<file path="config.mk">
export PLATFORM = sky130hd
export DESIGN_NAME = shift_add_multiplier
export DESIGN_NICKNAME = d
export VERILOG_FILES = /design/src/rtl/shift_add_multiplier.sv
export SDC_FILE = /design/constraint.sdc
export NUM_CORES = 1
export LEC_CHECK = 0
export CAP_MARGIN = 40
export CORE_AREA = 5 5 132 134
export DETAILED_ROUTE_END_ITERATION = 6
export DIE_AREA = 0 0 137 139
export MAX_ROUTING_LAYER = met4
export PLACE_DENSITY = 0.75
export SYNTH_ARGS = -nofsm -noshare
export SYNTH_HDL_FRONTEND = slang
export SYNTH_SLANG_ARGS = --single-unit
export TNS_END_PERCENT = 30
</file>
<file path="constraint.sdc">
create_clock -name clk -period 14.6 [get_ports clk]
set_clock_uncertainty 0.1 [all_clocks]
set_input_delay 1.46 -clock clk [delete_from_list [all_inputs] [get_ports clk]]
set_output_delay 1.46 -clock clk [all_outputs]
set_load 0.005 [all_outputs]
</file>
<file path="src/rtl/shift_add_multiplier.sv">
// shift_add_multiplier: iterative N x N -> 2N multiplier, one shift-add step per clock.
// A single nbit-wide ripple-carry adder (cin = 0) accumulates the multiplicand into
// the upper half of the P shift register, which also holds the remaining multiplier bits.
//
// Optional build macro: SHIFT_ADD_SIGNED_EN (two's-complement operands; the magnitudes are
// multiplied and the 2N-bit result is negated on completion when the operand signs differ).
//
// Ports:
//   clk     - rising-edge clock
//   rst_n   - asynchronous active-low reset
//   start   - operation request, sampled only in IDLE
//   a, b    - multiplicand / multiplier, sampled with start
//   busy    - high while iterating (CALC)
//   done    - one-cycle pulse, product just updated
//   product - registered 2N-bit result, held until the next completion
module shift_add_multiplier #(
    parameter int unsigned nbit = 32
) (
    input  logic              clk,
    input  logic              rst_n,
    input  logic              start,
    input  logic [nbit-1:0]   a,
    input  logic [nbit-1:0]   b,
    output logic              busy,
    output logic              done,
    output logic [2*nbit-1:0] product
);
    localparam int unsigned PW = 2 * nbit;
    localparam int unsigned CW = $clog2(nbit + 1);

    typedef enum logic [1:0] {
        IDLE = 2'd0,
        CALC = 2'd1,
        DONE = 2'd2
    } state_t;

    state_t          state, state_nx;
    logic [nbit-1:0] m, m_nx;
    logic [PW-1:0]   p, p_nx;
    logic [CW-1:0]   cnt, cnt_nx;
    logic [PW-1:0]   product_nx;
    logic            busy_nx, done_nx;

    logic [nbit-1:0] add_x, add_y, add_s;
    logic            add_cout;
    logic [PW-1:0]   p_shift;
    logic [nbit-1:0] a_op, b_op;
    logic [PW-1:0]   result;

`ifdef SHIFT_ADD_SIGNED_EN
    logic sign, sign_nx;

    // Operand magnitudes; the most negative value maps to 2^(nbit-1), still exact unsigned.
    assign a_op   = a[nbit-1] ? (~a + nbit'(1)) : a;
    assign b_op   = b[nbit-1] ? (~b + nbit'(1)) : b;
    assign result = sign ? (~p_shift + PW'(1)) : p_shift;
`else
    assign a_op   = a;
    assign b_op   = b;
    assign result = p_shift;
`endif

    // Ripple-carry adder: upper half of P plus multiplicand gated by the current multiplier bit.
    assign add_x = p[PW-1:nbit];
    assign add_y = p[0] ? m : '0;

    always_comb begin
        logic c;
        c     = 1'b0;
        add_s = '0;
        for (int i = 0; i < int'(nbit); i++) begin
            add_s[i] = add_x[i] ^ add_y[i] ^ c;
            c        = (add_x[i] & add_y[i]) | (c & (add_x[i] ^ add_y[i]));
        end
        add_cout = c;
    end

    // Logical right shift folding the adder carry into the top bit.
    assign p_shift = {add_cout, add_s, p[nbit-1:1]};

    // Next-state and datapath control.
    always_comb begin
        state_nx   = state;
        m_nx       = m;
        p_nx       = p;
        cnt_nx     = cnt;
        product_nx = product;
`ifdef SHIFT_ADD_SIGNED_EN
        sign_nx    = sign;
`endif
        case (state)
            IDLE: begin
                if (start) begin
                    m_nx     = a_op;
                    p_nx     = {{nbit{1'b0}}, b_op};
                    cnt_nx   = CW'(nbit);
`ifdef SHIFT_ADD_SIGNED_EN
                    sign_nx  = a[nbit-1] ^ b[nbit-1];
`endif
                    state_nx = CALC;
                end
            end
            CALC: begin
                p_nx   = p_shift;
                cnt_nx = cnt - CW'(1);
                if (cnt == CW'(1)) begin
                    product_nx = result;
                    state_nx   = DONE;
                end
            end
            DONE:    state_nx = IDLE;
            default: state_nx = IDLE;
        endcase
        busy_nx = (state_nx == CALC);
        done_nx = (state_nx == DONE);
    end

    // State, datapath and output registers.
    always_ff @(posedge clk or negedge rst_n) begin
        if (!rst_n) begin
            state   <= IDLE;
            m       <= '0;
            p       <= '0;
            cnt     <= '0;
            product <= '0;
            busy    <= 1'b0;
            done    <= 1'b0;
`ifdef SHIFT_ADD_SIGNED_EN
            sign    <= 1'b0;
`endif
        end else begin
            state   <= state_nx;
            m       <= m_nx;
            p       <= p_nx;
            cnt     <= cnt_nx;
            product <= product_nx;
            busy    <= busy_nx;
            done    <= done_nx;
`ifdef SHIFT_ADD_SIGNED_EN
            sign    <= sign_nx;
`endif
        end
    end

endmodule

</file>
==> metrics.md <==
| Metric | Value |
|---|---|
| Result of the run | `complete, no violations` |
| Fraction of synthesized area in multiplexers | `0.0948` |
| CTS resizes | `0` |
| Buffers & Inverters on Critical Path | `1` |
| Critical path endpoint category | `flop` |
| Most used DFF post-synth | `dfrtp_1` |
| Setup repair after global routing missed its margin | `no` |
| Worst-path maximum fanout | `3` |
| Leading cell types by count after synthesis | `nand2_1 (194), dfrtp_1 (170), inv_1 (68)` |
| Synth-to-Final Area Change | `28.3%` |
| Post-layout nets | `914` |
| Synth area leader | `dfrtp_1` |
| DIE AREA | `0.0190 sq mm` |
| Via count of the first global-routing pass | `5,333` |
| Arr. time, crit path | `14.27 ns` |
| Unique masters post-synth | `31` |
| Hold violation count in the final report | `0` |
| Sequential cell area fraction in the yosys report | `0.566` |
| Critical path required time | `14.78 ns` |
| Share of synthesized cell area in full adder, half adder and majority cells | `0.0875` |
| Critical Setup Path Class | `flop to flop` |
| Area fraction in compound gates after synthesis | `0.0838` |
| Slowest cell on the critical path | `fa_1` |
| Average via count per standard cell | `5.00` |
| Simple-Gate Fraction of Synth Area | `0.109` |
| XOR/XNOR Fraction of Synth Area | `0` |
| Quantity of hold-fixing buffers added after cts | `0` |
| Post-detailed-placement half-perimeter wirelength | `10,900 microns` |
| Share of layout cells above drive strength 1 | `0.102` |
| Proportion of netlist area held by the largest area contributor | `0.566` |
| Max stage delay on crit path | `0.53 ns` |
| TritonCTS buffer count | `17` |
| Most common cell in the synthesized netlist | `nand2_1` |
| Buffer depth of the longest clock path | `2` |
| Post-CTS repair timing setup buffer count | `0` |
| Async S/R FF share, synth | `1.00` |
| Fillers | `1,349` |
| Leading post-synthesis cells by cell area | `dfrtp_1 (57%), nand2_1 (9.7%), fa_1 (8.3%), o21ai_0 (4.5%), mux2i_1 (4.4%)` |
| Global-route wire length before repair | `26,900 microns` |
| CTS tree | `built` |
| Initial standard-cell utilization of the core | `0.465` |
| Final Max Slew Viols | `0` |
| I/O Buffers | `132` |
| Antenna Diode Count | `0` |
| Avg Cell Area, Syn | `10.9 sq um` |
| Area inside the core boundary | `0.0162 sq mm` |
| Post-layout total power | `1.94 mW` |
| Final routed DRC violation total | `0` |
| Overall track demand over capacity in global routing | `0.183` |
| Std-Cell Rows | `47` |
| Die height | `139 microns` |
| Total setup violations reported at the end of the flow | `0` |
| Clock latency on the worst-skew pair | `0.42 ns` |
| Total via count after detailed routing | `5,233` |
| CP delay by family, top | `adder cells` |
| Number of violations reported at the end of detailed-routing iteration 0 | `321` |
| Power per unit of standard cell area | `201 mW/mm^2` |
| Setup Total Neg Slack | `0 ns` |
| Slew margin rel. | `0.502` |
| Number of H-tree levels | `4` |
| Horizontal extent of the die | `137 microns` |
| Clock tree sinks | `170` |
| Number of iterations in the first detailed-routing pass | `4` |
| Number of storage elements in the synthesis netlist | `170` |
| Actual transition at the worst max-transition pin | `0.745 ns` |
| Wire length after detailed routing | `16,000 microns` |
| Syn. warnings | `0` |
| Leakage power total | `4.44 nW` |
| Final Critical Period | `14.09 ns` |
| Number of maximum-capacitance violations | `0` |
| Netlist area before placement | `0.00752 sq mm` |
| Root buffer cell | `clkbuf_16` |
| F_max | `71.0 MHz` |
| Average routed wire per standard cell | `15.3 microns` |
| Combinational family with the most area after synthesis | `simple AND/OR/NAND/NOR gates` |
| Period Utilization, post-route | `0.965` |
| Antenna violations before repair | `0` |
| Global route overflow | `0` |
| Detail Route Antenna Nets | `0` |
| Number of nets produced by synthesis | `791` |
| Worst Setup Start Kind | `flop` |
| Syn Inst Count | `690` |
| EDFF count, synth | `0` |
| Clock-pin transition on the worst setup and hold timing paths | `0.06 ns` |
| Count of pins on the block boundary | `133` |
| Crit-path most repeated cell | `fa_1` |
| R2r setup slk | `0.51 ns` |
| Worst IR Drop VDD | `0.0934 mV` |
| Maximum number of pins on one net before global-route repair | `65` |
| Final weighted congestion of routability-driven global placement | `0.777` |
| Worst hold-check path type | `flop to flop` |
## per-stage QoR
step	worst slack (ns)	utilization	instances	instance area [sq um]	hold slack, ns
global placement	0.491	0.559	1012	9040	0.353
floorplan	0.587	-	690	7520	0.338
finish	0.510	0.597	1046	9650	0.370
detailed placement	0.318	0.562	1014	9090	0.357
global route	0.0453	0.597	1046	9650	0.399
CTS	0.272	0.597	1046	9650	0.373
## registers in the layout (all words and copies together) (netlist names)
register	cells
busy	1
done	1
m	32
product	64
state	2
p	64
cnt	6
## kinds of logic (layout without fill, tap and decap cells)
| kind of cell | Yosys count | in the layout |
|---|---|---|
| AOI/OAI and AO/OA | 106 | 106 |
| adders and majority gates | 34 | 34 |
| buffers and inverters | 108 | 244 |
| DFF | 170 | 170 |
| muxes | 65 | 65 |
| and+or+nand+nor | 207 | 207 |
## worst paths after layout
path,endpoint,start,cells after the start
setup reg to reg,product[62],p[0],35
min in group asynchronous,product[15],rst_n,1
hold reg to reg,m[0],m[0],2
max in group asynchronous,product[39],rst_n,4
setup / recovery,product[62],p[0],35
hold / removal,m[0],m[0],2
## worst min-delay path, stage by stage (launching register included)
cell and delay (ns):
dfrtp_1 0.34, nand2_1 0.05, nand2_1 0.05
## routing by layer
metal,vias to the layer above,track usage,share of wire
li1,2475,-,-
met5,-,-,0
met3,19,0.0374,0.051
met4,0,0.0557,0.015
met1,2611,0.246,0.45
met2,128,0.283,0.49
## layout by cell type (no fill, tap or decap), types with 4 or more instances in the layout
cell and n:
dfrtp_1 170, clkinv_4 4, mux2_4 6, clkdlybuf4s50_1 131, nand2_1 194, mux2i_1 33, fa_1 29, inv_1 68
o21ai_0 66, buf_4 10, a22oi_1 32, clkinv_2 4, clkbuf_16 17, mux2_2 26
## final cells by class
class,count,area [sq um],share of cell area
Multi-Input combinational cell,412,2860,0.296
Clock inverter,14,125,0.0130
Inverter,68,255,0.0264
Tap cell,220,275,0.0285
Timing Repair Buffer,144,1450,0.150
Sequential cell,170,4250,0.441
Clock buffer,18,429,0.0445
## power by group
part | internal (mW) | switching [mW] | total [mW]
clock | 0.235 | 0.188 | 0.423
combinational | 0.368 | 0.351 | 0.719
sequential | 0.680 | 0.123 | 0.803
total | 1.28 | 0.661 | 1.94
Note: power is estimated with default switching activity, not from simulation.
